`src/rtl/decode_38_seq.sv`:
```
// decode_38_seq
// -----------------------------------------------------------------------------
// Purpose:
//   Sequenced 3-to-8 decoder. An accepted 3-bit code is turned into a registered
//   one-hot word that stays on 'out' for hold_len+1 cycles. While a word is
//   being held, one further code can wait in a single-entry pending buffer.
//   When the current word expires, the next word follows on the very next
//   cycle with no gap. That word is the pending code if one is waiting,
//   otherwise a code accepted on the expiry cycle itself (bypass).
//
// Parameters:
//   HOLD_W     width of hold_len and of the internal hold counter (default 4)
//
// Ports:
//   clk        in   clock, all state changes on the rising edge
//   rst_n      in   asynchronous active-low reset
//   en         in   accept enable; 0 blocks new codes but lets held work drain
//   in_code    in   [2:0] code to decode
//   in_valid   in   in_code is valid
//   in_ready   out  a code can be accepted this cycle
//   hold_len   in   [HOLD_W-1:0] extra cycles each word is held, sampled at load
//   out        out  [7:0] registered one-hot decode (or all-zero)
//   out_valid  out  out carries a live decoded word
//   pend_full  out  pending buffer occupied
//
// Build option:
//   DECODE_38_STICKY_EN  when defined, 'out' keeps its last one-hot value on
//                        the return to IDLE (out_valid still drops). When it is
//                        undefined, 'out' is cleared to zero on that edge.
// -----------------------------------------------------------------------------
module decode_38_seq #(
    parameter int HOLD_W = 4
) (
    input  logic              clk,
    input  logic              rst_n,
    input  logic              en,
    input  logic [2:0]        in_code,
    input  logic              in_valid,
    output logic              in_ready,
    input  logic [HOLD_W-1:0] hold_len,
    output logic [7:0]        out,
    output logic              out_valid,
    output logic              pend_full
);

    typedef enum logic {
        IDLE = 1'b0,
        HOLD = 1'b1
    } state_t;

    localparam logic [HOLD_W-1:0] CNT_ONE = {{(HOLD_W-1){1'b0}}, 1'b1};

    state_t            state_q, state_d;
    logic [7:0]        out_q, out_d;
    logic              out_valid_q, out_valid_d;
    logic [HOLD_W-1:0] cnt_q, cnt_d;
    logic              pend_full_q, pend_full_d;
    logic [2:0]        pend_code_q, pend_code_d;

    logic [7:0]        in_onehot;
    logic [7:0]        pend_onehot;
    logic              accept;

    // One-hot decode of both candidate sources. Each bit compares against its
    // own index, so at most one bit can ever be set.
    genvar gi;
    generate
        for (gi = 0; gi < 8; gi++) begin : g_dec
            assign in_onehot[gi]   = (in_code == 3'(gi));
            assign pend_onehot[gi] = (pend_code_q == 3'(gi));
        end
    endgenerate

    // In IDLE the pending buffer is always empty. During HOLD the single
    // pending slot is the only place to put a new code.
    assign in_ready = en & ((state_q == IDLE) | ~pend_full_q);
    assign accept   = en & in_valid & in_ready;

    always_comb begin
        state_d     = state_q;
        out_d       = out_q;
        out_valid_d = out_valid_q;
        cnt_d       = cnt_q;
        pend_full_d = pend_full_q;
        pend_code_d = pend_code_q;

        case (state_q)
            IDLE: begin
                if (accept) begin
                    out_d       = in_onehot;
                    out_valid_d = 1'b1;
                    cnt_d       = hold_len;
                    state_d     = HOLD;
                end
            end

            HOLD: begin
                if (cnt_q != '0) begin
                    // Word still has cycles left; a new code can only park.
                    cnt_d = cnt_q - CNT_ONE;
                    if (accept) begin
                        pend_code_d = in_code;
                        pend_full_d = 1'b1;
                    end
                end else if (pend_full_q) begin
                    // Last cycle of the current word: the parked code takes
                    // over next cycle. in_ready is low here, so no accept races it.
                    out_d       = pend_onehot;
                    cnt_d       = hold_len;
                    pend_full_d = 1'b0;
                end else if (accept) begin
                    // Last cycle, nothing parked. The fresh code goes straight to out.
                    out_d = in_onehot;
                    cnt_d = hold_len;
                end else begin
                    state_d     = IDLE;
                    out_valid_d = 1'b0;
`ifdef DECODE_38_STICKY_EN
                    out_d       = out_q;
`else
                    out_d       = 8'h00;
`endif
                end
            end

            default: begin
                state_d     = IDLE;
                out_d       = 8'h00;
                out_valid_d = 1'b0;
                cnt_d       = '0;
                pend_full_d = 1'b0;
            end
        endcase
    end

    always_ff @(posedge clk or negedge rst_n) begin
        if (!rst_n) begin
            state_q     <= IDLE;
            out_q       <= 8'h00;
            out_valid_q <= 1'b0;
            cnt_q       <= '0;
            pend_full_q <= 1'b0;
            pend_code_q <= 3'd0;
        end else begin
            state_q     <= state_d;
            out_q       <= out_d;
            out_valid_q <= out_valid_d;
            cnt_q       <= cnt_d;
            pend_full_q <= pend_full_d;
            pend_code_q <= pend_code_d;
        end
    end

    assign out       = out_q;
    assign out_valid = out_valid_q;
    assign pend_full = pend_full_q;

endmodule

```
`config.mk`:
```
export PLATFORM = sky130hd
export DESIGN_NAME = decode_38_seq
export DESIGN_NICKNAME = d
export VERILOG_FILES = /design/src/rtl/decode_38_seq.sv
export SDC_FILE = /design/constraint.sdc
export NUM_CORES = 1
export LEC_CHECK = 0
export CAP_MARGIN = 5
export CORE_MARGIN = 2
export CORE_UTILIZATION = 50
export CTS_CLUSTER_SIZE = 24
export DETAILED_ROUTE_END_ITERATION = 16
export PLACE_DENSITY = 0.87
export RECOVER_POWER = 25
export SLEW_MARGIN = 20
export SYNTH_ARGS = -nofsm -noshare
export SYNTH_HDL_FRONTEND = slang
export SYNTH_SLANG_ARGS = --single-unit
```
`constraint.sdc`:
```
create_clock -name clk -period 2.45 [get_ports clk]
set_input_delay 0.245 -clock clk [delete_from_list [all_inputs] [get_ports clk]]
set_output_delay 0.245 -clock clk [all_outputs]
set_load 0.1 [all_outputs]
```
==> results of run 1 <==
[sequential cells by signal (all words and copies together) (netlist names)]
register and flops:
cnt_q 4, out 8, out_valid 1, pend_code_q 3, pend_full 1, state_q 1
[final cells by class]
cell class | count | share of cell area [%]
flip-flops and latches | 18 | 33.61
inverters | 6 | 1.681
multi-input cells | 80 | 45.19
repair buffers | 22 | 14.19
well taps | 28 | 2.614
clock buffers | 4 | 2.708
[layout by cell type, fill, tap and decap left out, drive strengths merged, types with 2 or more instances in the layout]
| cell type | n |
|---|---|
| mux2i | 2 |
| clkdlybuf4s50 | 9 |
| o211ai | 2 |
| nor2b | 2 |
| a31oi | 9 |
| mux2 | 5 |
| inv | 6 |
| buf | 12 |
| and3b | 3 |
| o2111ai | 6 |
| nor3 | 8 |
| nand3 | 3 |
| clkbuf | 4 |
| nor2 | 4 |
| a22o | 2 |
| nand2b | 2 |
| dfrtp | 18 |
| o21ai | 3 |
| nand2 | 10 |
| a21oi | 4 |
[worst max-delay path, cell delays in order (launching register included)]
cell      delay (ns)
dfrtp_1         0.43
inv_1           0.07
ha_1            0.27
and4bb_1        0.42
or2_1           0.44
a31oi_2         0.15
[routing by layer]
metal	wire, um	global-route usage (%)	vias to the layer above
li1	-	-	461
met1	1082	26.21	457
met2	1136	33.33	20
met3	70	3.509	7
met4	47	9.211	0
met5	0	0	-
[through the flow]
step,hold slack [ns],std cells,setup slack (ns),cell area [um2],util (%)
2_1_floorplan,-0.05059,111,0.3418,1124,-
3_3_place_gp,0.5040,154,0.5515,1304,60.09
3_5_place_dp,0.5242,154,0.4663,1304,60.09
4_1_cts,0.4212,158,0.5284,1340,61.76
5_1_grt,0.5486,158,0.3862,1340,61.76
6_report,0.4577,158,0.5460,1340,61.76
[how the worst max path moves through the flow]
stage / slack (ns) / to / cells past startpoint / from
floorplan: 0.34 / in_ready / 3 / pend_full
global placement: 0.55 / out[3] / 4 / en
detailed placement: 0.47 / out[1] / 4 / en
CTS: 0.53 / out[1] / 5 / cnt_q[0]
global route: 0.39 / out[6] / 5 / cnt_q[0]
finish: 0.55 / out[1] / 5 / cnt_q[0]
[logic make-up (layout without fill, tap and decap cells)]
group	count (synthesis)	count (layout)	share of synthesized area, %
AOI/OAI and AO/OA	34	34	26.95
adders and majority gates	1	1	1.113
buffers and inverters	13	32	6.013
DFF	18	18	40.09
muxes	7	7	6.793
and+or+nand+nor	38	38	19.04
==> metrics.cfg, run 1 <==
[die]
boundaryPins=22
dieWidth_um=51.41
core-area_mm2=0.002170
die-area_mm2=0.002642
rows=17
initial_core_util_pct=51.79
die-height_um=51.41

[clock_tree]
post_cts_buffers=0
cts_buffer_depth=2
cts_resized=0
clk_pin_slew_ns=0.11
htreeDepth=1
hold_buffers=0
cts.sinks=18
clk_latency_ns=0.30
root_buffer=clkbuf_4
cts_made_buffers=3
cts_tree=done

[global_routing]
grt_max_degree=19
grt_pass1_wl_mm=3.953
grt_use_total_pct=20.40
gr-total-overflow=0
antenna_found_initial=0
grt_pass1_vias=838

[logic_synthesis]
yosysTopAreaCellShare_pct=40.09
ys_ff_latch=18
async_flop_share_pct=100.0
synth-edff-count=0
yosysSeqAreaShare_pct=40.09
syn_area_per_cell_um2=10.12
synth_area_leaders=dfrtp_1, a31oi_2, mux2_2
syn_area_mm2=0.001124
synth_cells=111
ys_types=38
syn_nets=123
ys_warn_count=0
yosys-top-cells-count=dfrtp_1, nand2_1, nor3_1
synth-main-ff-cell=dfrtp_1
yosys.cell_count.top_type=dfrtp_1
synth_area_leader_cell=dfrtp_1

[finish]
final_layout_size_suffix_gt1_share_pct=23.85
diodes=0
syn_to_final_growth_pct=19.27
multi_input_area_um2=605.6
ff_latch_area_um2=450.4
fillers=185
final_nets=143

[worst_setup_path]
r2r_end=out[1]
start_kind=flop
cp.required_ns=2.62
critPathCaptureType=flop
criticalPathCategory=flop to flop
ff2ff_setup_slack_ns=0.55
cp_data_arrival_time_ns=2.07
critPathMaxFanout=10
worstReg2RegStart=cnt_q[0]
reg2reg_depth=5

[drt]
routedWlPerCell_um=14.79
num_vias=945
drc=0
vias_per_cell=5.981
wl_mm=2.337
first_iter_violations=13
ant_nets=0
dr.pass1.iters=4

[timing]
rsz0062_at_grt=no
skew_ns=0.002360
min_period_ns=1.904
max_slew_margin_pct=46.56
final.setup.tns_ns=0
tightest_slew_ns=0.7990
slew_violations=0
post-route-period-util_pct=77.71
setup_viol=0
hold_viol_final=0
max_clock_freq_ghz=0.5252

[place]
hpwlAfterDp_mm=1.797
gp_congestion=0.7599
port_buffers=21

[worst_hold_path]
hold_class=input pin to async pin

[job]
cap_violations=0

[run_status]
outcome=finished, final reports clean

Power of run 1 is left out: the tool's default activity adds up to more than one toggle a clock period on the data nets, which glitch-free logic cannot reach.
==> run 2: changes to the inputs <==
==> constraint.sdc (replaced) <==
create_clock -name clk -period 1.8 [get_ports clk]
set_input_delay 0.18 -clock clk [delete_from_list [all_inputs] [get_ports clk]]
set_output_delay 0.18 -clock clk [all_outputs]
set_load 0.1 [all_outputs]
==> metrics.cfg, run 2 (synthesized netlist as in run 1, its figures left out) <==
[worst_setup_path]
crit_end=in_ready
r2r_end=out[2]
critPathCaptureType=output port
ff2ff_setup_slack_ns=0.18
criticalPathCategory=flop to output port
start_kind=flop
critPathLaunch=state_q
reg2reg_depth=7
critPathMaxFanout=9
cp_data_arrival_time_ns=1.47
worstReg2RegStart=cnt_q[1]
cp.required_ns=1.62

[place]
hpwlAfterDp_mm=1.946
dp_slack_ns=0.06493
port_buffers=21
gp_congestion=0.7631

[timing]
post-route-period-util_pct=91.40
min_period_ns=1.645
final.setup.tns_ns=0
setup_viol=0
final.setup.worst_slack_ns=0.1548
skew_ns=0.003481
holdWs_ns=0.5401
max_slew_margin_pct=33.97
rsz0062_at_grt=no
hold_viol_final=0
slew_violations=0
tightest_slew_ns=0.9904
max_clock_freq_ghz=0.6078

[job]
cap_violations=0

[worst_hold_path]
hold_class=input pin to flop
hp-start=hold_len[1]
min_path_cells=3

[clock_tree]
cts_buffer_depth=2
clk_latency_ns=0.30
root_buffer=clkbuf_4
cts.sinks=18
htreeDepth=1
hold_buffers=0
cts_tree=done
clk_pin_slew_ns=0.10
cts_made_buffers=3

[finish]
diodes=0
final_layout_size_suffix_gt1_share_pct=28.68
largest_register_ffs=8
final_nets=149
layout_commonest_cell=dfrtp_1
syn_to_final_growth_pct=25.84
fillers=179
final_cell_mix=dfrtp_1, buf_4, nand2_1
fin_util_pct=65.17

[drt]
ant_nets=0
num_vias=994
first_iter_violations=11
routedWlPerCell_um=15.16
dr.pass1.iters=4
vias_per_cell=6.061
wl_mm=2.487
drc=0

[die]
dieWidth_um=51.41
die-height_um=51.41
boundaryPins=22
core-area_mm2=0.002170
initial_core_util_pct=51.79
rows=17
die-area_mm2=0.002642

[global_routing]
grt_use_total_pct=20.83
antenna_found_initial=0
grt_pass1_vias=948
grt_pass1_wl_mm=4.105
gr-total-overflow=0
grt_max_degree=19

[run_status]
outcome=finished, final reports clean

[run 2: cell count changes in the layout (fill, tap and decap cells not counted), sizes merged]
| cell | before | now |
|---|---|---|
| buf | 12 | 17 |
| clkbuf | 4 | 5 |
[run 2: per-layer routing]
layer  vias up  GRT usage [%]  wire length [um]
li1        473              -                 -
met1       486          23.23               971
met3         6          6.725               120
met5         -              0                 0
met2        29          36.97              1344
met4         0          7.018                50
[run 2: layout make-up]
cell class / instances / area [um2] / area share [%]
Inverter: 6 / 22.52 / 1.593
Multi-Input combinational cell: 80 / 611.8 / 43.27
Timing Repair Buffer: 28 / 256.5 / 18.14
Clock buffer: 4 / 36.28 / 2.566
Tap cell: 28 / 35.03 / 2.478
Sequential cell: 18 / 451.7 / 31.95
[run 2: how the worst min path moves through the flow]
stage | end | slack [ns]
3_5_place_dp | pend_code_q[2] | 0.51
3_3_place_gp | pend_code_q[2] | 0.51
2_1_floorplan | cnt_q[0] | -0.12
5_1_grt | cnt_q[0] | 0.56
4_1_cts | pend_code_q[1] | 0.21
6_report | cnt_q[1] | 0.54
[run 2: worst max-delay path, stage by stage (launching register included)]
cell and delay [ns]:
dfrtp_1 0.50, buf_4 0.22, nand2_1 0.07, and2_2 0.22
buf_12 0.16
[run 2: repair_timing]
| item | CTS | global route |
|---|---|---|
| gates resized for setup | 0 | 2 |
| setup endpoints to repair | 0 | 3 |
| buffers inserted | 0 | 0 |
[run 2: per-stage QoR]
stage / instances / instance area [um2]
CTS: 164 / 1413
finish: 164 / 1414
global placement: 160 / 1376
detailed placement: 160 / 1376
global route: 164 / 1414
floorplan: 111 / 1126
Power of run 2 is left out for the same reason.
==> run 3: changes to the inputs <==
--- a/config.mk
+++ b/config.mk
@@ -7,10 +7,10 @@
 export LEC_CHECK = 0
 export CAP_MARGIN = 5
 export CORE_MARGIN = 2
-export CORE_UTILIZATION = 50
+export CORE_UTILIZATION = 53
 export CTS_CLUSTER_SIZE = 24
 export DETAILED_ROUTE_END_ITERATION = 16
-export PLACE_DENSITY = 0.87
+export PLACE_DENSITY = 0.91
 export RECOVER_POWER = 25
 export SLEW_MARGIN = 20
 export SYNTH_ARGS = -nofsm -noshare
==> constraint.sdc (replaced) <==
create_clock -name clk -period 1.91 [get_ports clk]
set_input_delay 0.191 -clock clk [delete_from_list [all_inputs] [get_ports clk]]
set_output_delay 0.191 -clock clk [all_outputs]
set_load 0.1 [all_outputs]
==> metrics.cfg, run 3 (synthesized netlist as in run 1, its figures left out) <==
[worst_setup_path]
critPathMaxFanout=6
cp.required_ns=2.09
criticalPathCategory=flop to flop
cp_data_arrival_time_ns=2.01
critPathCaptureType=flop
start_kind=flop

[drt]
ant_nets=0
wl_mm=2.263
vias_per_cell=5.943
routedWlPerCell_um=14.23
num_vias=945
first_iter_violations=16
drc=0
dr.pass1.iters=4

[clock_tree]
htreeDepth=1
cts.sinks=18
hold_buffers=0
cts_made_buffers=3
clk_latency_ns=0.29
root_buffer=clkbuf_4
clk_pin_slew_ns=0.10
cts_tree=done
post_cts_buffers=0
cts_resized=0
cts_buffer_depth=2

[timing]
slew_violations=0
setup_viol=0
tightest_slew_ns=0.9408
min_period_ns=1.834
rsz0062_at_grt=no
max_clock_freq_ghz=0.5454
skew_ns=0.006404
final.setup.tns_ns=0
hold_viol_final=0
post-route-period-util_pct=96.00
max_slew_margin_pct=37.28

[die]
die-height_um=50.04
initial_core_util_pct=56.69
core-area_mm2=0.001982
dieWidth_um=50.04
boundaryPins=22
rows=16
die-area_mm2=0.002504

[global_routing]
grt_max_degree=19
grt_pass1_vias=882
gr-max-usage-layer=met2
grt_pass1_wl_mm=3.822
antenna_found_initial=0
grt_use_total_pct=20.23
grtUsageMet2_pct=33.77
gr-total-overflow=0
grt_use_met1_pct=25.48
use_met3_pct=3.636

[finish]
fin_util_pct=68.62
final_layout_size_suffix_gt1_share_pct=25.76
fillers=165
diodes=0
syn_to_final_growth_pct=21.05
largest_register_ffs=8
layout_commonest_cell=dfrtp_1
final_nets=146
final_cell_mix=dfrtp_1, buf_4, nand2_1

[place]
port_buffers=21
hpwlAfterDp_mm=1.786
gp_congestion=0.9149

[job]
cap_violations=0

[worst_hold_path]
hold_class=flop to flop

[run_status]
outcome=finished, final reports clean

==> run 3: cell types whose count changed in the layout (fill, tap and decap cells not counted), sizes merged <==
cell / delta
clkbuf: -1
buf: -3
==> run 3: area by class of cell <==
cell class                 count  area [um2]  share of cell area [%]
clock buffer                   3       22.52                   1.656
multi-input combinational     80       609.3                   44.80
sequential                    18       450.4                   33.12
inverter                       6       22.52                   1.656
timing repair buffer          25       221.5                   16.28
tap                           27       33.78                   2.484
==> run 3: metal layers <==
layer	part of all wire (%)	vias to the layer above
met5	0	-
met4	1.0	0
met3	4.0	4
met2	49	19
met1	46	458
li1	-	464
==> run 3: critical path, cell delays in order, from the launching register on <==
cell,delay (ns)
dfrtp_1,0.44
inv_1,0.08
ha_2,0.22
or3b_2,0.52
nand3_2,0.13
mux2_2,0.33
==> run 3: stage by stage <==
| stage | worst slack (ns) | hold WS (ns) | std cells | area (um2) |
|---|---|---|---|---|
| floorplan | 0.02919 | -0.1046 | 111 | 1125 |
| global placement | 0.1521 | 0.4945 | 156 | 1339 |
| detailed placement | 0.08578 | 0.5055 | 156 | 1339 |
| CTS | 0.06709 | 0.2286 | 159 | 1361 |
| global route | 0.02824 | 0.5508 | 159 | 1360 |
| finish | 0.07637 | 0.5220 | 159 | 1360 |
==> run 3: path summary, 6_finish.rpt <==
path,start,end,slack (ns),cells past startpoint
worst max-delay path,cnt_q[0],pend_code_q[1],0.08,5
worst min-delay path,pend_code_q[2],pend_code_q[2],0.52,1
worst max register to register,cnt_q[0],pend_code_q[1],0.08,5
worst min register to register,pend_code_q[2],pend_code_q[2],0.52,1
max in group asynchronous,rst_n,out_valid,0.78,2
min in group asynchronous,rst_n,cnt_q[2],0.55,2
Power of run 3 is left out for the same reason.
